===== src/rtl/coin_acceptor.sv =====
// coin_acceptor: front end for vending_machine.
//
// Raw coin-insert events from the coin sensor are buffered in a small FIFO
// and replayed as a one-cycle-per-coin `coin` code stream. A shadow credit
// is kept. The stream pauses while a sale is pending (HOLD), and each sale
// closes on the vending machine's `can_despatch` pulse or on a timeout.
//
// Parameters:
//   DEPTH        FIFO entries (power of 2, >= 2)
//   GAP          idle cycles driven after each issued coin (0 allowed)
//   PRICE        sale price in rupees (multiple of 5, <= 30)
//   HOLD_TIMEOUT cycles to wait in HOLD for can_despatch
//
// Ports:
//   clk, rst      clock (rising edge), asynchronous active-high reset
//   ins_valid     sensor reports a coin this cycle
//   ins_type      01 = 5 rupee, 10 = 10 rupee, 00/11 invalid
//   ins_ready     FIFO not full (occupancy before this cycle's push/pop)
//   coin          coin code to vending_machine, 00 when no coin
//   can_despatch  despatch pulse from vending_machine (honoured only in HOLD)
//   reject        one-cycle pulse: the inserted coin is returned to the user
//   credit        shadow credit in rupees
//   vend_count    completed sales, wraps 255 -> 0
//   timeout_err   sticky flag, set when HOLD times out
//   change        (COIN_CHANGE_EN only) one-cycle change amount on despatch
//
// Optional feature macro: COIN_CHANGE_EN. When defined, a despatch clears the
// credit and reports the remainder on `change`. Otherwise the remainder is
// carried into the next sale.
//
// Sensor handshake: a coin is taken on any cycle where ins_valid=1, ins_type
// is a legal code and the FIFO is not full at the start of that cycle. Any
// other ins_valid=1 cycle is refused and answered by a reject pulse on the
// following cycle. ins_ready is advisory: it shows the same "not full"
// condition, registered.
module coin_acceptor #(
  parameter int DEPTH        = 4,
  parameter int GAP          = 1,
  parameter int PRICE        = 15,
  parameter int HOLD_TIMEOUT = 8
) (
  input  logic       clk,
  input  logic       rst,
  input  logic       ins_valid,
  input  logic [1:0] ins_type,
  output logic       ins_ready,
  output logic [1:0] coin,
  input  logic       can_despatch,
  output logic       reject,
  output logic [5:0] credit,
  output logic [7:0] vend_count,
  output logic       timeout_err
`ifdef COIN_CHANGE_EN
  ,
  output logic [5:0] change
`endif
);

  localparam int AW = (DEPTH > 1) ? $clog2(DEPTH) : 1;
  localparam int CW = AW + 1;
  localparam int GW = $clog2(GAP + 1) + 1;
  localparam int HW = $clog2(HOLD_TIMEOUT + 1) + 1;

  localparam logic [CW-1:0] FULL_CNT  = CW'(DEPTH);
  localparam logic [GW-1:0] GAP_LAST  = GW'((GAP > 0) ? GAP - 1 : 0);
  localparam logic [HW-1:0] HOLD_LAST = HW'((HOLD_TIMEOUT > 0) ? HOLD_TIMEOUT - 1 : 0);
  localparam logic [5:0]    PRICE_V   = 6'(PRICE);

  localparam logic [1:0] S_IDLE  = 2'd0;
  localparam logic [1:0] S_ISSUE = 2'd1;
  localparam logic [1:0] S_GAP   = 2'd2;
  localparam logic [1:0] S_HOLD  = 2'd3;

  logic [1:0]    fifo_mem_q [DEPTH];
  logic [AW-1:0] wr_ptr_q, wr_ptr_d;
  logic [AW-1:0] rd_ptr_q, rd_ptr_d;
  logic [CW-1:0] count_q, count_d;

  logic [1:0]    state_q, state_d;
  logic [1:0]    issue_code_q, issue_code_d;
  logic [GW-1:0] gap_cnt_q, gap_cnt_d;
  logic [HW-1:0] hold_cnt_q, hold_cnt_d;

  logic [1:0]    coin_q, coin_d;
  logic          reject_q, reject_d;
  logic          ins_ready_q, ins_ready_d;
  logic [5:0]    credit_q, credit_d;
  logic [7:0]    vend_count_q, vend_count_d;
  logic          timeout_err_q, timeout_err_d;
`ifdef COIN_CHANGE_EN
  logic [5:0]    change_q, change_d;
`endif

  logic          fifo_empty, fifo_full, type_ok, push, pop;
  logic [5:0]    coin_val, credit_new;

  // FIFO bookkeeping and push decision
  always_comb begin
    fifo_empty  = (count_q == '0);
    fifo_full   = (count_q == FULL_CNT);
    type_ok     = (ins_type == 2'b01) || (ins_type == 2'b10);
    // Full is judged before any same-cycle pop, so a pop never frees room
    // for a coin arriving in the same cycle.
    push        = ins_valid && type_ok && !fifo_full;
    reject_d    = ins_valid && !push;
    coin_val    = (issue_code_q == 2'b01) ? 6'd5 : 6'd10;
    credit_new  = credit_q + coin_val;
  end

  // Sale FSM. The coin popped on entry to ISSUE is presented on `coin`
  // during the cycle after ISSUE, together with the updated credit.
  always_comb begin
    state_d       = state_q;
    gap_cnt_d     = gap_cnt_q;
    hold_cnt_d    = hold_cnt_q;
    pop           = 1'b0;
    coin_d        = 2'b00;
    credit_d      = credit_q;
    vend_count_d  = vend_count_q;
    timeout_err_d = timeout_err_q;
`ifdef COIN_CHANGE_EN
    change_d      = 6'd0;
`endif
    case (state_q)
      S_IDLE: begin
        if (!fifo_empty) begin
          pop     = 1'b1;
          state_d = S_ISSUE;
        end
      end
      S_ISSUE: begin
        coin_d   = issue_code_q;
        credit_d = credit_new;
        if (credit_new >= PRICE_V) begin
          state_d    = S_HOLD;
          hold_cnt_d = '0;
        end else if (GAP > 0) begin
          state_d   = S_GAP;
          gap_cnt_d = '0;
        end else if (!fifo_empty) begin
          pop     = 1'b1;
          state_d = S_ISSUE;
        end else begin
          state_d = S_IDLE;
        end
      end
      S_GAP: begin
        if (gap_cnt_q == GAP_LAST) begin
          if (!fifo_empty) begin
            pop     = 1'b1;
            state_d = S_ISSUE;
          end else begin
            state_d = S_IDLE;
          end
        end else begin
          gap_cnt_d = gap_cnt_q + GW'(1);
        end
      end
      default: begin // S_HOLD: FIFO still fills, nothing pops
        if (can_despatch) begin
          vend_count_d = vend_count_q + 8'd1;
`ifdef COIN_CHANGE_EN
          change_d     = credit_q - PRICE_V;
          credit_d     = 6'd0;
`else
          credit_d     = credit_q - PRICE_V;
`endif
          state_d      = S_IDLE;
        end else if (hold_cnt_q == HOLD_LAST) begin
          timeout_err_d = 1'b1;
          credit_d      = 6'd0;
          state_d       = S_IDLE;
        end else begin
          hold_cnt_d = hold_cnt_q + HW'(1);
        end
      end
    endcase

    issue_code_d = pop ? fifo_mem_q[rd_ptr_q] : issue_code_q;
    wr_ptr_d     = push ? wr_ptr_q + AW'(1) : wr_ptr_q;
    rd_ptr_d     = pop ? rd_ptr_q + AW'(1) : rd_ptr_q;
    count_d      = count_q + CW'(push) - CW'(pop);
    ins_ready_d  = (count_d != FULL_CNT);
  end

  always_ff @(posedge clk) begin
    if (push) fifo_mem_q[wr_ptr_q] <= ins_type;
  end

  always_ff @(posedge clk or posedge rst) begin
    if (rst) begin
      wr_ptr_q      <= '0;
      rd_ptr_q      <= '0;
      count_q       <= '0;
      state_q       <= S_IDLE;
      issue_code_q  <= 2'b00;
      gap_cnt_q     <= '0;
      hold_cnt_q    <= '0;
      coin_q        <= 2'b00;
      reject_q      <= 1'b0;
      ins_ready_q   <= 1'b1;
      credit_q      <= 6'd0;
      vend_count_q  <= 8'd0;
      timeout_err_q <= 1'b0;
`ifdef COIN_CHANGE_EN
      change_q      <= 6'd0;
`endif
    end else begin
      wr_ptr_q      <= wr_ptr_d;
      rd_ptr_q      <= rd_ptr_d;
      count_q       <= count_d;
      state_q       <= state_d;
      issue_code_q  <= issue_code_d;
      gap_cnt_q     <= gap_cnt_d;
      hold_cnt_q    <= hold_cnt_d;
      coin_q        <= coin_d;
      reject_q      <= reject_d;
      ins_ready_q   <= ins_ready_d;
      credit_q      <= credit_d;
      vend_count_q  <= vend_count_d;
      timeout_err_q <= timeout_err_d;
`ifdef COIN_CHANGE_EN
      change_q      <= change_d;
`endif
    end
  end

  assign coin        = coin_q;
  assign reject      = reject_q;
  assign ins_ready   = ins_ready_q;
  assign credit      = credit_q;
  assign vend_count  = vend_count_q;
  assign timeout_err = timeout_err_q;
`ifdef COIN_CHANGE_EN
  assign change      = change_q;
`endif

endmodule

===== config.mk =====
export PLATFORM = sky130hd
export DESIGN_NAME = coin_acceptor
export DESIGN_NICKNAME = d
export VERILOG_FILES = /design/src/rtl/coin_acceptor.sv
export SDC_FILE = /design/constraint.sdc
export NUM_CORES = 1
export LEC_CHECK = 0
export BUFFER_PORTS_ARGS = -buffer_cell sky130_fd_sc_hd__buf_2
export CORE_ASPECT_RATIO = 1.1
export CORE_MARGIN = 4
export CORE_UTILIZATION = 53
export DETAILED_ROUTE_END_ITERATION = 10
export HOLD_SLACK_MARGIN = 0.1
export PLACE_DENSITY = 0.78
export SLEW_MARGIN = 20
export SYNTH_ARGS = -nofsm -noshare
export SYNTH_HDL_FRONTEND = slang
export SYNTH_SLANG_ARGS = --single-unit

===== constraint.sdc =====
create_clock -name clk -period 2.35 [get_ports clk]
set_input_delay 0.235 -clock clk [delete_from_list [all_inputs] [get_ports clk]]
set_output_delay 0.235 -clock clk [all_outputs]
set_load 0.01 [all_outputs]

==> summary.md, run 1 <==
| Metric | Value |
|---|---|
| Outcome | complete, no violations |
| Routed length per placed instance | 14.68 µm |
| Cell total after placement | 316 |
| Worst max-slew margin expressed relative to the limit | 51.17% |
| Share of synthesized area occupied by flip-flops and latches | 47.00% |
| Top cells by area, synth | sky130_fd_sc_hd__dfrtp_1, sky130_fd_sc_hd__edfxtp_1, sky130_fd_sc_hd__ha_1 |
| Cell at the slowest stage of the critical path | sky130_fd_sc_hd__dfrtp_1 |
| Post-route DRC violation count | 0 |
| Final setup violation count | 0 |
| Num CTS Buffers | 5 |
| Leading cell type in the layout, fill and taps excluded | sky130_fd_sc_hd__dfrtp_1 |
| Type of element launching the critical path | flop |
| Number of antenna violations at the first check in global routing | 0 |
| Total global routing track utilization | 18.61% |
| Critical path buffer and inverter count | 2 |
| Hold/Removal Path Class | in -> reg |
| Flip-flop and latch count after synthesis | 45 |
| Stage delay of the slowest cell on the critical path | 0.41 ns |
| IO Port Bufs | 24 |
| Fin Setup TNS | 0 ns |
| Clk_skew | 0.004929 ns |
| Routed via count | 1,849 |
| Unrepaired setup endpoints after global routing | true |
| Layout cells sized above 1 | 32.86% |
| Core area | 0.004410 mm² |
| Sum of internal, switching and leakage power | 4.197 mW |
| Total wirelength of the detailed-routed design | 4.904 mm |
| Min Clock Period, post-route | 2.343 ns |
| Final nets | 303 |
| FFs w/ async S/R, synth | 82.22% |
| Transition time at the pin with the least slew margin | 0.7281 ns |
| Total I/O pin count | 25 |
| Cell Chain, Critical Path | nand2b_4 > inv_2 > ha_4 > ha_4 > o21ai_4 > a21oi_2 > o211a_1 > a211oi_4 > buf_6 > a31oi_1 > mux2_4 |
| Period utilisation layout | 99.69% |
| Post-DRT Antenna Nets | 0 |
| Critical-path maximum fanout | 5 |
| Total area of multi-input combinational cells | 0.001339 mm² |
| Warning count from the yosys run | 0 |
| Clock-pin slew on the worst setup and hold paths | 0.08 ns |
| Highest clock rate | 426.9 MHz |
| Signed area change from the synthesized netlist to the final layout | 22.72% |
| Synthesized area per cell | 10.80 µm² |
| Post-DR vias/cell | 5.536 |
| CP required | 2.53 ns |
| Cell occurring most often along the worst timing path | sky130_fd_sc_hd__ha_4 |
| Final Hold Vio Count | 0 |
| Remaining global-route overflow | 0 |
| Max Transition Viols Final | 0 |
| Fin cells | 334 |
| Die height | 79.80 µm |
| Die Wd | 73.27 µm |
| H-tree depth reported by CTS | 2 |
| Largest buffer count on any clock path | 2 |
| CTS tree | built |
| Number of standard-cell rows in the floorplan | 25 |
| Post-synth design cell area | 0.002484 mm² |
| Commonest register cell after synthesis | sky130_fd_sc_hd__dfrtp_1 |
| Number of inserted diodes | 0 |
| Worst-case vdd ir drop | 0.0009013 V |
| Wire length of the first global-routing pass | 8.328 mm |
| Violation count after the first detailed-route iteration | 96 |
| Placed wire-length estimate after detailed placement | 3.498 mm |
| EDFF count, synth | 8 |
| Fillers | 319 |
| Number of detailed-route iterations in the first pass | 4 |
| CTS root buf | sky130_fd_sc_hd__clkbuf_8 |
| Critical path endpoint category | flop |
| Effective utilization at floorplan | 56.31% |
| Commonest cells after routing, fill and taps aside | sky130_fd_sc_hd__dfrtp_1, sky130_fd_sc_hd__buf_2, sky130_fd_sc_hd__nand2_1, sky130_fd_sc_hd__buf_4, sky130_fd_sc_hd__inv_1 |
| Area of the die | 0.005847 mm² |
| Type of the setup path with the least slack | reg -> reg |
| Pwr per Cell Area | 1377 mW/mm² |
| Maximum Capacitance Violations | 0 |
| Clock sink total | 45 |
| Arr. time, crit path | 2.52 ns |
| Area share of the leading cell type in the synthesized netlist | 36.27% |
| Routability congestion estimate from global placement | 0.8428 |
| Via count of the first global-routing pass | 1,834 |
| Leakage power | 1.364 nW |
| Pin count of the biggest net entering global routing | 38 |
| CP delay by family, top | compound AO/OA/AOI/OAI gates |
| Gate Count Post-Synth | 230 |
| Number of nets produced by synthesis | 254 |
| Yosys top cell by area | sky130_fd_sc_hd__dfrtp_1 |
| Sequential cell area | 0.001167 mm² |
| Clock latency on the worst-skew pair | 0.29 ns |
| Synth unique cells | 52 |
-- cells in the mapped netlist (2+ instances only) --
library cell,count
sky130_fd_sc_hd__xnor2_1,8
sky130_fd_sc_hd__o2bb2ai_1,2
sky130_fd_sc_hd__a21oi_1,5
sky130_fd_sc_hd__a31oi_1,2
sky130_fd_sc_hd__mux2i_1,2
sky130_fd_sc_hd__clkbuf_1,4
sky130_fd_sc_hd__a221o_1,2
sky130_fd_sc_hd__edfxtp_1,8
sky130_fd_sc_hd__xor2_1,7
sky130_fd_sc_hd__a311oi_1,3
sky130_fd_sc_hd__mux4_2,2
sky130_fd_sc_hd__inv_1,18
sky130_fd_sc_hd__nor3_1,3
sky130_fd_sc_hd__nand2_1,21
sky130_fd_sc_hd__nor2b_1,3
sky130_fd_sc_hd__dfrtp_1,36
sky130_fd_sc_hd__or2_2,2
sky130_fd_sc_hd__o31ai_1,2
sky130_fd_sc_hd__and3_1,2
sky130_fd_sc_hd__and2_1,8
sky130_fd_sc_hd__nand3_1,6
sky130_fd_sc_hd__nor2_1,19
sky130_fd_sc_hd__o21ai_0,12
sky130_fd_sc_hd__nor4_1,2
sky130_fd_sc_hd__o21ai_1,2
sky130_fd_sc_hd__mux2_2,4
sky130_fd_sc_hd__o22ai_1,2
sky130_fd_sc_hd__a22oi_1,3
sky130_fd_sc_hd__ha_1,17
-- worst reg2reg max path: cells and delay by family, from the launching register on --
kind            cells  cell delay [ns]
simple gates        1             0.12
fa+ha+maj           2             0.35
flops               1             0.41
buf+inv             2             0.22
compound gates      5             0.86
mux                 1             0.26
-- logic make-up after synthesis --
kind of cell	Yosys count	share of synthesized area, %
compound gates	48	14.86
xor+xnor	15	5.290
fa+ha+maj	18	9.370
buf+inv	24	3.979
flops	45	47.00
mux	10	5.944
simple gates	70	13.55
-- power breakdown --
group	switching (mW)	internal, mW	total, mW
registers	0.233	1.06	1.30
clock network	0.259	0.210	0.469
logic	1.22	1.21	2.43
-- path summary, 6_finish.rpt --
path                                        startpoint                        end  slack (ns)  cells after the start
max                        issue_code_q[0]$_DFFE_PP0P_     state_q[0]$_DFFE_PP0P_       0.007                     11
min                                          ins_valid           reject$_DFF_PP0_        0.17                      2
max reg2reg                issue_code_q[0]$_DFFE_PP0P_     state_q[0]$_DFFE_PP0P_       0.007                     11
min reg2reg                    timeout_err$_DFFE_PP0P_    timeout_err$_DFFE_PP0P_        0.48                      1
max in group asynchronous                          rst        ins_ready$_DFF_PP1_        1.43                      4
min in group asynchronous                          rst  vend_count[7]$_DFFE_PP0P_        0.58                      4
-- sequential cells by signal (all words and copies together) (netlist names) --
name,cells
gap_cnt_q,2
rd_ptr_q,2
reject,1
timeout_err,1
ins_ready,1
fifo_mem_q,8
vend_count,8
count_q,3
hold_cnt_q,5
credit,6
issue_code_q,2
wr_ptr_q,2
state_q,2
coin,2
-- stage by stage --
step | cell area, µm² | utilization [%] | hold WS [ns] | worst slack (ns)
6_report | 3048 | 69.11 | 0.1678 | 0.007372
5_1_grt | 3048 | 69.11 | 0.1751 | -0.09186
4_1_cts | 2910 | 65.99 | 0.1631 | 0.004087
3_5_place_dp | 2773 | 62.87 | 0.3698 | -0.01493
3_3_place_gp | 2773 | 62.87 | 0.3631 | 0.04582
2_1_floorplan | 2511 | - | 0.3339 | 0.006187
-- repair_timing --
item | in CTS | in global routing
setup endpoints to repair | 2 | 8
pin swaps | 3 | 10
hold buffers | 1 | 0
hold endpoints to repair | 36 | 0
resized for setup | 6 | 13
buffers inserted | 2 | 7
-- area by class of cell --
cell class              instances  share of cell area, %
inverters                      18                  2.217
repair buffers                 48                  10.47
multi-input cells             161                  43.92
well taps                      54                  2.217
clock inverters                 2                 0.4926
clock buffers                   6                  2.381
flip-flops and latches         45                  38.30
-- metal layers --
| layer | global-route usage (%) | part of all wire (%) |
|---|---|---|
| met1 | 22.63 | 43 |
| met2 | 30.95 | 52 |
| met3 | 4.156 | 3.3 |
| met4 | 8.672 | 2.0 |
| met5 | 0 | 0 |
Power figures use the tool's default switching activity.
==> inputs of run 2 (changes only) <==
Settings changed: CELL_PAD_IN_SITES_DETAIL_PLACEMENT set to 0, CELL_PAD_IN_SITES_GLOBAL_PLACEMENT set to 1, CORE_UTILIZATION 53 to 42, HOLD_SLACK_MARGIN 0.1 to 0.15, PLACE_DENSITY 0.78 to 0.77.
==> run 2 against run 1 <==
  * Total power down 0.64%
  * Combinational power is 5% lower
  * Wire length increased by 0.20%
  * Largest power group unchanged
==> summary.md, run 2 (synthesis results as in run 1) <==
| Metric | Value |
|---|---|
| Cell total after placement | 343 |
| Effective utilization at floorplan | 43.05% |
| CTS tree | built |
| Type of the setup path with the least slack | reg -> reg |
| Total wirelength of the detailed-routed design | 4.914 mm |
| Number of inserted diodes | 0 |
| Total area of multi-input combinational cells | 0.001331 mm² |
| Clock-pin slew on the worst setup and hold paths | 0.08 ns |
| Final Hold Vio Count | 0 |
| CTS root buf | sky130_fd_sc_hd__clkbuf_8 |
| Arr. time, crit path | 2.51 ns |
| Min Clock Period, post-route | 2.331 ns |
| Pin count of the biggest net entering global routing | 38 |
| Startpoint of the worst-slack reg-to-reg timing path | issue_code_q[1]$_DFFE_PP0P_ |
| Area of the die | 0.007209 mm² |
| Signed area change from the synthesized netlist to the final layout | 25.24% |
| Final setup violation count | 0 |
| Routed wire length on met3 | 143 µm |
| Die Wd | 81.32 µm |
| Transition time at the pin with the least slew margin | 0.4689 ns |
| Outcome | complete, no violations |
| Post-route DRC violation count | 0 |
| Critical path startpoint | issue_code_q[1]$_DFFE_PP0P_ |
| Clk_skew | 0.008231 ns |
| Clock sink total | 45 |
| Pwr per Cell Area | 1341 mW/mm² |
| Total I/O pin count | 25 |
| Clock latency on the worst-skew pair | 0.29 ns |
| Via count of the first global-routing pass | 1,750 |
| Final nets | 307 |
| Post-DRT Antenna Nets | 0 |
| Num CTS Buffers | 5 |
| Routed length per placed instance | 13.61 µm |
| Largest buffer count on any clock path | 2 |
| Worst Hold Slack | 0.1635 ns |
| Unrepaired setup endpoints after global routing | true |
| Number of detailed-route iterations in the first pass | 4 |
| Number of antenna violations at the first check in global routing | 0 |
| Met2 routed wirelength | 2.359 mm |
| Worst hold path depth | 2 |
| Die height | 88.65 µm |
| Layout Utilization | 53.91% |
| Hold/Removal Path Class | in -> reg |
| Worst Hold Launch | ins_valid |
| Total global routing track utilization | 15.07% |
| IO Port Bufs | 24 |
| Fin cells | 361 |
| Type of element launching the critical path | flop |
| Routability congestion estimate from global placement | 0.8082 |
| Layout cells sized above 1 | 32.04% |
| Critical-path maximum fanout | 6 |
| Commonest cells after routing, fill and taps aside | sky130_fd_sc_hd__dfrtp_1, sky130_fd_sc_hd__buf_4, sky130_fd_sc_hd__buf_2, sky130_fd_sc_hd__nand2_1, sky130_fd_sc_hd__nor2_1 |
| Placed wire-length estimate after detailed placement | 3.521 mm |
| Number of standard-cell rows in the floorplan | 29 |
| Fin Setup TNS | 0 ns |
| Remaining global-route overflow | 0 |
| Maximum Capacitance Violations | 0 |
| Detailed-routing wirelength on met1 | 2.344 mm |
| Post-DR vias/cell | 5.042 |
| Period utilisation layout | 99.19% |
| Worst-case vdd ir drop | 0.0005975 V |
| Top Layer Used | met4 |
| Max Transition Viols Final | 0 |
| Wire length of the first global-routing pass | 8.355 mm |
| Highest clock rate | 429.0 MHz |
| Worst reg-to-reg path cell count | 10 |
| Worst max-slew margin expressed relative to the limit | 68.74% |
| Routed via count | 1,820 |
| CP required | 2.53 ns |
| H-tree depth reported by CTS | 2 |
| Sequential cell area | 0.001167 mm² |
| Leakage power | 1.383 nW |
| Fillers | 513 |
| Core area | 0.005769 mm² |
| Violation count after the first detailed-route iteration | 97 |
| Leading cell type in the layout, fill and taps excluded | sky130_fd_sc_hd__dfrtp_1 |
| Critical path endpoint category | flop |
[run 2: path summary, 6_finish.rpt]
| path | slack, ns | to |
|---|---|---|
| max reg2reg | 0.02 | hold_cnt_q[3]$_DFFE_PP0P_ |
| min | 0.16 | reject$_DFF_PP0_ |
| max | 0.02 | hold_cnt_q[3]$_DFFE_PP0P_ |
| min reg2reg | 0.50 | vend_count[7]$_DFFE_PP0P_ |
| min in group asynchronous | 0.58 | state_q[0]$_DFFE_PP0P_ |
| max in group asynchronous | 1.42 | ins_ready$_DFF_PP1_ |
[run 2: final cells by class]
class / count / share of cell area (%)
inverters: 18 / 2.172
multi-input cells: 161 / 42.80
well taps: 77 / 3.097
repair buffers: 52 / 10.94
clock inverters: 2 / 1.126
clock buffers: 6 / 2.333
flip-flops and latches: 45 / 37.53
[run 2: through the flow]
stage          instance area (µm²)  total power, mW  worst slack [ns]
2_1_floorplan                 2511            2.768          0.006187
3_3_place_gp                  2831            3.359           0.02334
3_5_place_dp                  2831            3.387          -0.02847
4_1_cts                       2964            4.002          -0.01736
5_1_grt                       3110            4.577          -0.08123
6_report                      3110            4.170           0.01902
[run 2: what timing repair did]
action | in CTS | in global routing
hold buffers | 1 | 0
buffers inserted | 2 | 7
endpoints found under the setup margin | 4 | 6
pin swaps | 3 | 5
gates resized for setup | 1 | 16
hold endpoints to repair | 36 | 0
[run 2: power breakdown]
part           total [mW]  switching [mW]  leakage (nW)  internal [mW]
registers            1.29           0.228         0.534           1.06
clock network       0.569           0.253        0.0552          0.316
logic                2.31            1.17         0.793           1.14
total                4.17            1.65          1.38           2.52
[run 2: worst max-delay path: stages (launching register included)]
cell and delay, ns:
sky130_fd_sc_hd__dfrtp_1 0.38, sky130_fd_sc_hd__nand2b_4 0.19, sky130_fd_sc_hd__inv_2 0.08, sky130_fd_sc_hd__ha_4 0.16, sky130_fd_sc_hd__o21ai_4 0.07, sky130_fd_sc_hd__buf_6 0.12, sky130_fd_sc_hd__a2111oi_4 0.38, sky130_fd_sc_hd__o31ai_4 0.15
sky130_fd_sc_hd__buf_4 0.17, sky130_fd_sc_hd__a31o_1 0.19, sky130_fd_sc_hd__a221o_1 0.32
[run 2: per-layer routing]
metal	GRT usage, %	vias up
met4	5.376	0
li1	-	918
met2	23.41	20
met1	20.80	877
met3	3.157	5
met5	0	-
